**config.mk**
```make
export PLATFORM = sky130hd
export DESIGN_NAME = spi_rx_fifo_flat
export DESIGN_NICKNAME = d
export VERILOG_FILES = /design/src/rtl/spi_pkg.sv /design/src/rtl/spi_rx_fifo_if.sv /design/src/rtl/spi_rx_fifo_mem.sv /design/src/rtl/spi_rx_fifo.sv /design/src/flat_wrapper.sv
export SDC_FILE = /design/constraint.sdc
export NUM_CORES = 1
export LEC_CHECK = 0
export BUFFER_PORTS_ARGS = -buffer_cell sky130_fd_sc_hd__buf_2
export CAP_MARGIN = 20
export CORE_AREA = 2 2 75 77
export CTS_BUF_LIST = sky130_fd_sc_hd__clkbuf_8
export CTS_CLUSTER_SIZE = 28
export DETAILED_ROUTE_END_ITERATION = 10
export DIE_AREA = 0 0 77 79
export GPL_ROUTABILITY_DRIVEN = 0
export HOLD_SLACK_MARGIN = 0.15
export PLACE_DENSITY = 0.73
export SYNTH_ARGS = -nofsm -noshare
export SYNTH_HDL_FRONTEND = slang
export SYNTH_SLANG_ARGS = --single-unit
```
**constraint.sdc**
```tcl
create_clock -name spi_clk -period 2 [get_ports spi_clk]
set_input_delay 0.3 -clock spi_clk [delete_from_list [all_inputs] [get_ports spi_clk]]
set_output_delay 0.3 -clock spi_clk [all_outputs]
set_load 0.005 [all_outputs]
```
**src/rtl/spi_pkg.sv**
```systemverilog
// spi_pkg: definitions shared by the SPI slave, the RX frame buffer and the TX feeder.
package spi_pkg;

  typedef enum logic [1:0] {
    ST_IDLE    = 2'd0,
    ST_COUNT   = 2'd1,
    ST_CAPTURE = 2'd2,
    ST_DRAIN   = 2'd3
  } spi_state_e;

  // Slave pipeline latency: one load cycle plus the unload register.
  localparam int unsigned SPI_LAT_DEFAULT = 2;

  // Width of an occupancy count for a power-of-2 FIFO of the given depth.
  function automatic int unsigned level_w(input int unsigned depth);
    return $clog2(depth) + 1;
  endfunction

endpackage

```
**src/rtl/spi_rx_fifo_if.sv**
```systemverilog
// spi_rx_fifo_if: read-side bus of the SPI RX frame buffer.
// master = local logic draining the FIFO, slave = the frame buffer.
interface spi_rx_fifo_if
  import spi_pkg::*;
#(
  parameter int unsigned DATA_W = 8,
  parameter int unsigned DEPTH  = 4
) ();

  logic                         rd_en;
  logic [DATA_W-1:0]            rd_data;
  logic                         rd_valid;
  logic                         full;
  logic [level_w(DEPTH)-1:0]    level;
  logic                         overflow;
  logic                         frame_err;

  modport master (
    output rd_en,
    input  rd_data, rd_valid, full, level, overflow, frame_err
  );

  modport slave (
    input  rd_en,
    output rd_data, rd_valid, full, level, overflow, frame_err
  );

endinterface

```
**src/rtl/spi_rx_fifo_mem.sv**
```systemverilog
// spi_rx_fifo_mem: storage, pointers and occupancy for the SPI RX frame buffer.
// Build option: SPI_RX_FWFT_EN selects first-word fall-through read data;
// otherwise rd_data is registered and loads on an accepted pop.
module spi_rx_fifo_mem
  import spi_pkg::*;
#(
  parameter int unsigned DATA_W = 8,
  parameter int unsigned DEPTH  = 4,
  parameter int unsigned LW     = level_w(DEPTH)
) (
  input  logic              spi_clk,
  input  logic              rst,
  input  logic              wr_en,
  input  logic [DATA_W-1:0] wr_data,
  input  logic              rd_en,
  output logic [DATA_W-1:0] rd_data,
  output logic              rd_valid,
  output logic              full,
  output logic [LW-1:0]     level,
  output logic              drop
);

  localparam int unsigned AW = $clog2(DEPTH);

  logic [DATA_W-1:0] mem [DEPTH];
  logic [AW:0]       wptr;
  logic [AW:0]       rptr;
  logic              empty;
  logic              rd_acc;
  logic              wr_acc;

  assign empty    = (wptr == rptr);
  assign full     = (wptr[AW] != rptr[AW]) && (wptr[AW-1:0] == rptr[AW-1:0]);
  assign rd_valid = !empty;
  assign level    = LW'(wptr - rptr);

  // A pop on the same edge frees a slot, so a write while full is still taken.
  assign rd_acc = rd_en && !empty;
  assign wr_acc = wr_en && (!full || rd_acc);
  assign drop   = wr_en && full && !rd_acc;

  // Pointer update; both wrap naturally through the extra MSB.
  always_ff @(posedge spi_clk) begin
    if (rst) begin
      wptr <= '0;
      rptr <= '0;
    end else begin
      if (wr_acc) wptr <= wptr + 1'b1;
      if (rd_acc) rptr <= rptr + 1'b1;
    end
  end

  // Storage write.
  always_ff @(posedge spi_clk) begin
    if (wr_acc) mem[wptr[AW-1:0]] <= wr_data;
  end

`ifdef SPI_RX_FWFT_EN
  assign rd_data = mem[rptr[AW-1:0]];
`else
  // Registered read: load head on an accepted pop, hold otherwise.
  always_ff @(posedge spi_clk) begin
    if (rst)         rd_data <= '0;
    else if (rd_acc) rd_data <= mem[rptr[AW-1:0]];
  end
`endif

endmodule

```
**src/rtl/spi_rx_fifo.sv**
```systemverilog
// spi_rx_fifo: tracks chip-select frames from the SPI slave, captures the
// parallel receive word at frame end, right-justifies it and buffers it.
// Build option: SPI_RX_FWFT_EN (first-word fall-through read data).
module spi_rx_fifo
  import spi_pkg::*;
#(
  parameter int unsigned DATA_W = 8,
  parameter int unsigned DEPTH  = 4,
  parameter int unsigned LAT    = SPI_LAT_DEFAULT,
  parameter int unsigned CNT_W  = $clog2(DATA_W)
) (
  input  logic              spi_clk,
  input  logic              rst,
  input  logic              cs,
  input  logic [CNT_W:0]    size,
  input  logic [DATA_W-1:0] rx_data,
  spi_rx_fifo_if.slave      rd
);

  localparam int unsigned    CW       = $clog2(DATA_W + LAT + 1);
  localparam logic [CNT_W:0] DATA_W_C = (CNT_W+1)'(DATA_W);

  spi_state_e        state, state_n;
  logic [CW-1:0]     cnt, cnt_n;
  logic [CNT_W:0]    size_q, size_n;
  logic [CNT_W:0]    shamt;
  logic [CW-1:0]     cnt_load;
  logic              size_ok;
  logic              err_set;
  logic              wr_en;
  logic [DATA_W-1:0] wr_data;
  logic              drop;
  logic              overflow;
  logic              frame_err;

  assign size_ok  = (size != '0) && (size <= DATA_W_C);
  assign cnt_load = CW'(size) + CW'(LAT);
  assign shamt    = DATA_W_C - size_q;
  assign wr_data  = rx_data >> shamt;

  // State, frame counter, latched size and sticky flags.
  always_ff @(posedge spi_clk) begin
    if (rst) begin
      state     <= ST_IDLE;
      cnt       <= '0;
      size_q    <= '0;
      overflow  <= 1'b0;
      frame_err <= 1'b0;
    end else begin
      state  <= state_n;
      cnt    <= cnt_n;
      size_q <= size_n;
      if (drop)    overflow  <= 1'b1;
      if (err_set) frame_err <= 1'b1;
    end
  end

  // Frame sequencing; CAPTURE doubles as cycle 0 of a back-to-back frame.
  always_comb begin
    state_n = state;
    cnt_n   = cnt;
    size_n  = size_q;
    err_set = 1'b0;
    wr_en   = 1'b0;
    unique case (state)
      ST_IDLE, ST_CAPTURE: begin
        wr_en = (state == ST_CAPTURE);
        if (!cs) begin
          size_n = size;
          if (size_ok) begin
            cnt_n   = cnt_load;
            state_n = ST_COUNT;
          end else begin
            err_set = 1'b1;
            state_n = ST_DRAIN;
          end
        end else begin
          state_n = ST_IDLE;
        end
      end
      ST_COUNT: begin
        if (cs) begin
          err_set = 1'b1;
          state_n = ST_IDLE;
        end else begin
          cnt_n = cnt - CW'(1);
          if (cnt <= CW'(2)) state_n = ST_CAPTURE;
        end
      end
      ST_DRAIN: begin
        if (cs) state_n = ST_IDLE;
      end
      default: state_n = ST_IDLE;
    endcase
  end

  spi_rx_fifo_mem #(
    .DATA_W (DATA_W),
    .DEPTH  (DEPTH)
  ) u_mem (
    .spi_clk  (spi_clk),
    .rst      (rst),
    .wr_en    (wr_en),
    .wr_data  (wr_data),
    .rd_en    (rd.rd_en),
    .rd_data  (rd.rd_data),
    .rd_valid (rd.rd_valid),
    .full     (rd.full),
    .level    (rd.level),
    .drop     (drop)
  );

  assign rd.overflow  = overflow;
  assign rd.frame_err = frame_err;

endmodule
```
**src/flat_wrapper.sv**
```systemverilog
// flat-port wrapper written by rule: the top's interface ports become plain ports
module spi_rx_fifo_flat import spi_pkg::*;
#(
  parameter int unsigned DATA_W = 8,
  parameter int unsigned DEPTH  = 4,
  parameter int unsigned LAT    = SPI_LAT_DEFAULT,
  parameter int unsigned CNT_W  = $clog2(DATA_W)
)
  (spi_clk, rst, cs, size, rx_data, rd_rd_en, rd_rd_data, rd_rd_valid, rd_full, rd_level, rd_overflow, rd_frame_err);
  spi_rx_fifo_if #(.DATA_W(DATA_W), .DEPTH(DEPTH)) rd_i ();
  input  logic spi_clk;
  input  logic rst;
  input  logic cs;
  input  logic [CNT_W:0] size;
  input  logic [DATA_W-1:0] rx_data;
  input wire logic [$bits(rd_i.rd_en)-1:0] rd_rd_en;
  output wire logic [$bits(rd_i.rd_data)-1:0] rd_rd_data;
  output wire logic [$bits(rd_i.rd_valid)-1:0] rd_rd_valid;
  output wire logic [$bits(rd_i.full)-1:0] rd_full;
  output wire logic [$bits(rd_i.level)-1:0] rd_level;
  output wire logic [$bits(rd_i.overflow)-1:0] rd_overflow;
  output wire logic [$bits(rd_i.frame_err)-1:0] rd_frame_err;
  assign rd_i.rd_en = rd_rd_en;
  assign rd_rd_data = rd_i.rd_data;
  assign rd_rd_valid = rd_i.rd_valid;
  assign rd_full = rd_i.full;
  assign rd_level = rd_i.level;
  assign rd_overflow = rd_i.overflow;
  assign rd_frame_err = rd_i.frame_err;
  spi_rx_fifo #(.DATA_W(DATA_W), .DEPTH(DEPTH), .LAT(LAT), .CNT_W(CNT_W)) u_core (.spi_clk(spi_clk), .rst(rst), .cs(cs), .size(size), .rx_data(rx_data), .rd(rd_i));
endmodule
```
==> results.md <==
## Status
- **outcome** finished clean

## Logic synthesis
- **synthesized cell area** 2820 um2
- **number of enable flip-flop cells after synthesis** 32
- **ys flop type** edfxtp_1
- **sequential fraction of the synthesis area** 0.526
- **instance count of the mapped netlist** 246
- **most common cell in the netlist** nand2_1
- **leading post-synthesis cells by cell area** edfxtp_1 (34%), dfxtp_1 (18%), mux4_2 (8.0%)
- **share of Yosys cell area claimed by the top area cell type** 0.341
- **mean cell area of the mapped netlist** 11.4 um2
- **fraction of registers with async set or reset after synthesis** 0
- **register bit total from synthesis** 58
- **Synth top cells by count** nand2_1 (36), edfxtp_1 (32), dfxtp_1 (26), nor2_1 (19), a21oi_1 (18)
- **total nets after synthesis** 274
- **number of distinct library cells after synthesis** 44
- **synthesis warning total** 0
- **post-synthesis cell type with the largest combined area** edfxtp_1

## Placement
- **post-detailed-placement half-perimeter wirelength** 3640 um
- **I/O Buffers** 30
- **number of placed instances, taps included** 351

## Worst setup path
- **kind of cell with the highest combined delay on the critical path** adder cells
- **slowest cell delay on critical path** 0.56 ns
- **Worst Setup Start Kind** flip-flop
- **crit end category** primary output
- **worst reg2reg path startpoint** u_core.size_q[1]
- **worst path cell trace** inv_2, ha_2, fa_2, inv_1, buf_2
- **Slowest cell on crit path** fa_2
- **CP Buf/Inv Count** 3
- **startpoint-to-endpoint class of the critical path** flip-flop to primary output
- **critical path startpoint** u_core.u_mem.wptr[0]
- **required time worst endpoint** 1.70 ns
- **maximum net fanout on the critical path** 4
- **arrival time of data at the critical path endpoint** 1.63 ns

## Power
- **VDD IR max** 0.000520 V
- **Combinational Power Share** 0.138
- **fraction of power consumed by the clock network** 0.445
- **Seq pwr share** 0.416
- **Overall Power** 3240 uW
- **switch share** 0.226
- **Static Leakage** 0.00134 uW
- **cell internal pwr** 2500 uW
- **total power divided by cell area** 954 nW/um2
- **switching power of the nets** 732 uW

## Min path
- **type of the most critical hold path** input pin to flip-flop
- **startpoint of the most critical hold path** size[2]

## GRT
- **maximum number of pins on one net before global-route repair** 28
- **via count of the first global-routing pass** 1881
- **wire length of the first global-routing pass** 8940 um
- **initial antenna violation count** 0
- **remaining global-route overflow** 0
- **all-layer global routing usage** 0.196

## STA
- **Worst Max-Slew Pin Slew** 0.561 ns
- **Min Hold Slack** 0.249 ns
- **headroom to the max-slew limit** 0.617
- **Hold Vio Cnt, Final** 0
- **worst-case clock skew** 0.00663 ns
- **RSZ-0062 raised after global routing** yes
- **number of max-slew violations in the final report** 0
- **period utilization** 0.967
- **fin crit period** 1.93 ns
- **Max Clock Freq** 517 MHz
- **total setup violations reported at the end of the flow** 0

## Drt
- **post-DR vias/cell** 5.28
- **average detailed-routed wire length per instance** 14.8 um
- **count of antenna-violating nets left after detailed routing** 0
- **1st-pass router iterations** 4
- **via count** 1937
- **total wire length after detailed routing** 5420 um
- **first-iteration detailed-routing DRC count** 105
- **residual DRC count** 0

## Clock network
- **clock tree from TritonCTS** built
- **clk sinks** 58
- **clock latency of the later-clocked register in the worst-skew pair** 0.34 ns
- **total clock buffers created by CTS** 9
- **number of buffers on the longest clock path** 2
- **clock transition time at the flip-flop clock pins of the worst setup and hold paths** 0.07 ns
- **H-tree levels** 3
- **number of buffers inserted by hold repair at cts** 0
- **Clock Tree Root** clkbuf_8

## Finish
- **number of filler instances in the final layout** 450
- **flip-flop and latch area** 1480 um2
- **net count reported at finish** 318
- **count of placed standard cells in the final layout, fillers left out** 367
- **P&R area growth vs syn** 20.5%
- **share of post-route cells with drive strength above 1** 0.271
- **antenna fix cells** 0
- **area of the multi-input gates** 1260 um2

## Run
- **Max-cap violations** 0

## Floorplanning
- **floorplan row count** 27
- **core region area** 5340 um2
- **Die Y** 79 um
- **count of pins on the block boundary** 31
- **Initial Util** 0.528
- **area of the die** 6080 um2
- **die span in x** 77 um

==> layer usage <==
layer | track usage | part of all wire | vias to the layer above
met4 | 0.0821 | 0.015 | 0
li1 | - | - | 969
met5 | 0 | 0 | -
met2 | 0.323 | 0.50 | 55
met3 | 0.0659 | 0.050 | 7
met1 | 0.237 | 0.44 | 906
==> timing repair <==
action,4_1_cts,5_1_grt
endpoints found under the hold margin,0,0
gates resized for setup,2,5
buffers inserted,0,0
pin swaps,1,1
endpoints found under the setup margin,2,18
==> worst register-to-register path, stage by stage, from the launching register on <==
cell     delay [ns]
dfxtp_1        0.36
inv_1          0.06
ha_2           0.41
mux4_2         0.51
nand2_1        0.08
o21a_1         0.11
nor2_1         0.06
==> registers in the layout, indices dropped and copies added, names as in the netlist <==
register / count
u_core.u_mem.wptr: 3
u_core.rd.overflow: 1
u_core.state: 2
u_core.u_mem.mem: 32
u_core.rd.frame_err: 1
u_core.u_mem.rptr: 3
u_core.u_mem.rd_data: 8
u_core.cnt: 4
u_core.size_q: 4
==> logic make-up after synthesis <==
family	count (synthesis)	share of synthesized area
and+or+nand+nor	84	0.144
buffers and inverters	22	0.0311
AOI/OAI and AO/OA	37	0.0862
muxes	20	0.116
DFF	58	0.526
adders and majority gates	12	0.0560
xor gates and xnor gates	13	0.0404
==> cell type report <==
class	instances	share of cell area
timing repair buffer	42	0.0708
clock buffer	10	0.0406
multi-input combinational	166	0.373
inverter	13	0.0144
tap	72	0.0265
clock inverter	6	0.0380
sequential	58	0.437
==> path summary, 6_finish.rpt <==
| check | cells past startpoint | slack, ns | end |
|---|---|---|---|
| hold reg to reg | 2 | 0.45 | u_core.u_mem.rd_data[2] |
| hold / removal | 3 | 0.25 | u_core.size_q[2] |
| setup / recovery | 5 | 0.07 | rd_level[1] |
| setup reg to reg | 6 | 0.13 | u_core.u_mem.mem[1][0] |
==> power groups by stage <==
stage | sequential (uW) | combinational [uW] | clock, uW
final | 1350 | 448 | 1440
after global routing | 1350 | 503 | 1500
after floorplan | 1370 | 303 | 0
after detailed placement | 1370 | 438 | 0
after CTS | 1350 | 445 | 1460
after global placement | 1370 | 429 | 0
==> per-stage QoR <==
stage | setup WS, ns | setup TNS [ns] | cell area [um2] | utilization
final | 0.0656 | 0 | 3390 | 0.636
after global routing | -0.00832 | -0.00832 | 3390 | 0.636
after CTS | 0.0000201 | 0 | 3380 | 0.633
after detailed placement | 0.0783 | 0 | 3110 | 0.582
after global placement | 0.124 | 0 | 3110 | 0.582
after floorplan | 0.000502 | 0 | 2830 | -
==> placed cells by master, fill, tap and decap left out, drive strengths merged, types with 2 or more instances in the layout <==
cell type	synthesis	final
nor2	19	19
o21ai	2	2
ha	11	11
mux2i	9	9
a21oi	18	18
and2	3	3
nor2b	3	3
dfxtp	26	26
or4	3	3
o21a	2	2
nor3	9	9
xor2	7	7
a31oi	5	5
nand2	36	36
mux4	10	10
buf	4	42
edfxtp	32	32
inv	13	14
xnor2	6	6
o31ai	3	3
or2	2	2
o211ai	2	2
clkbuf	5	10
bufinv	0	4
Power figures use the tool's default switching activity.
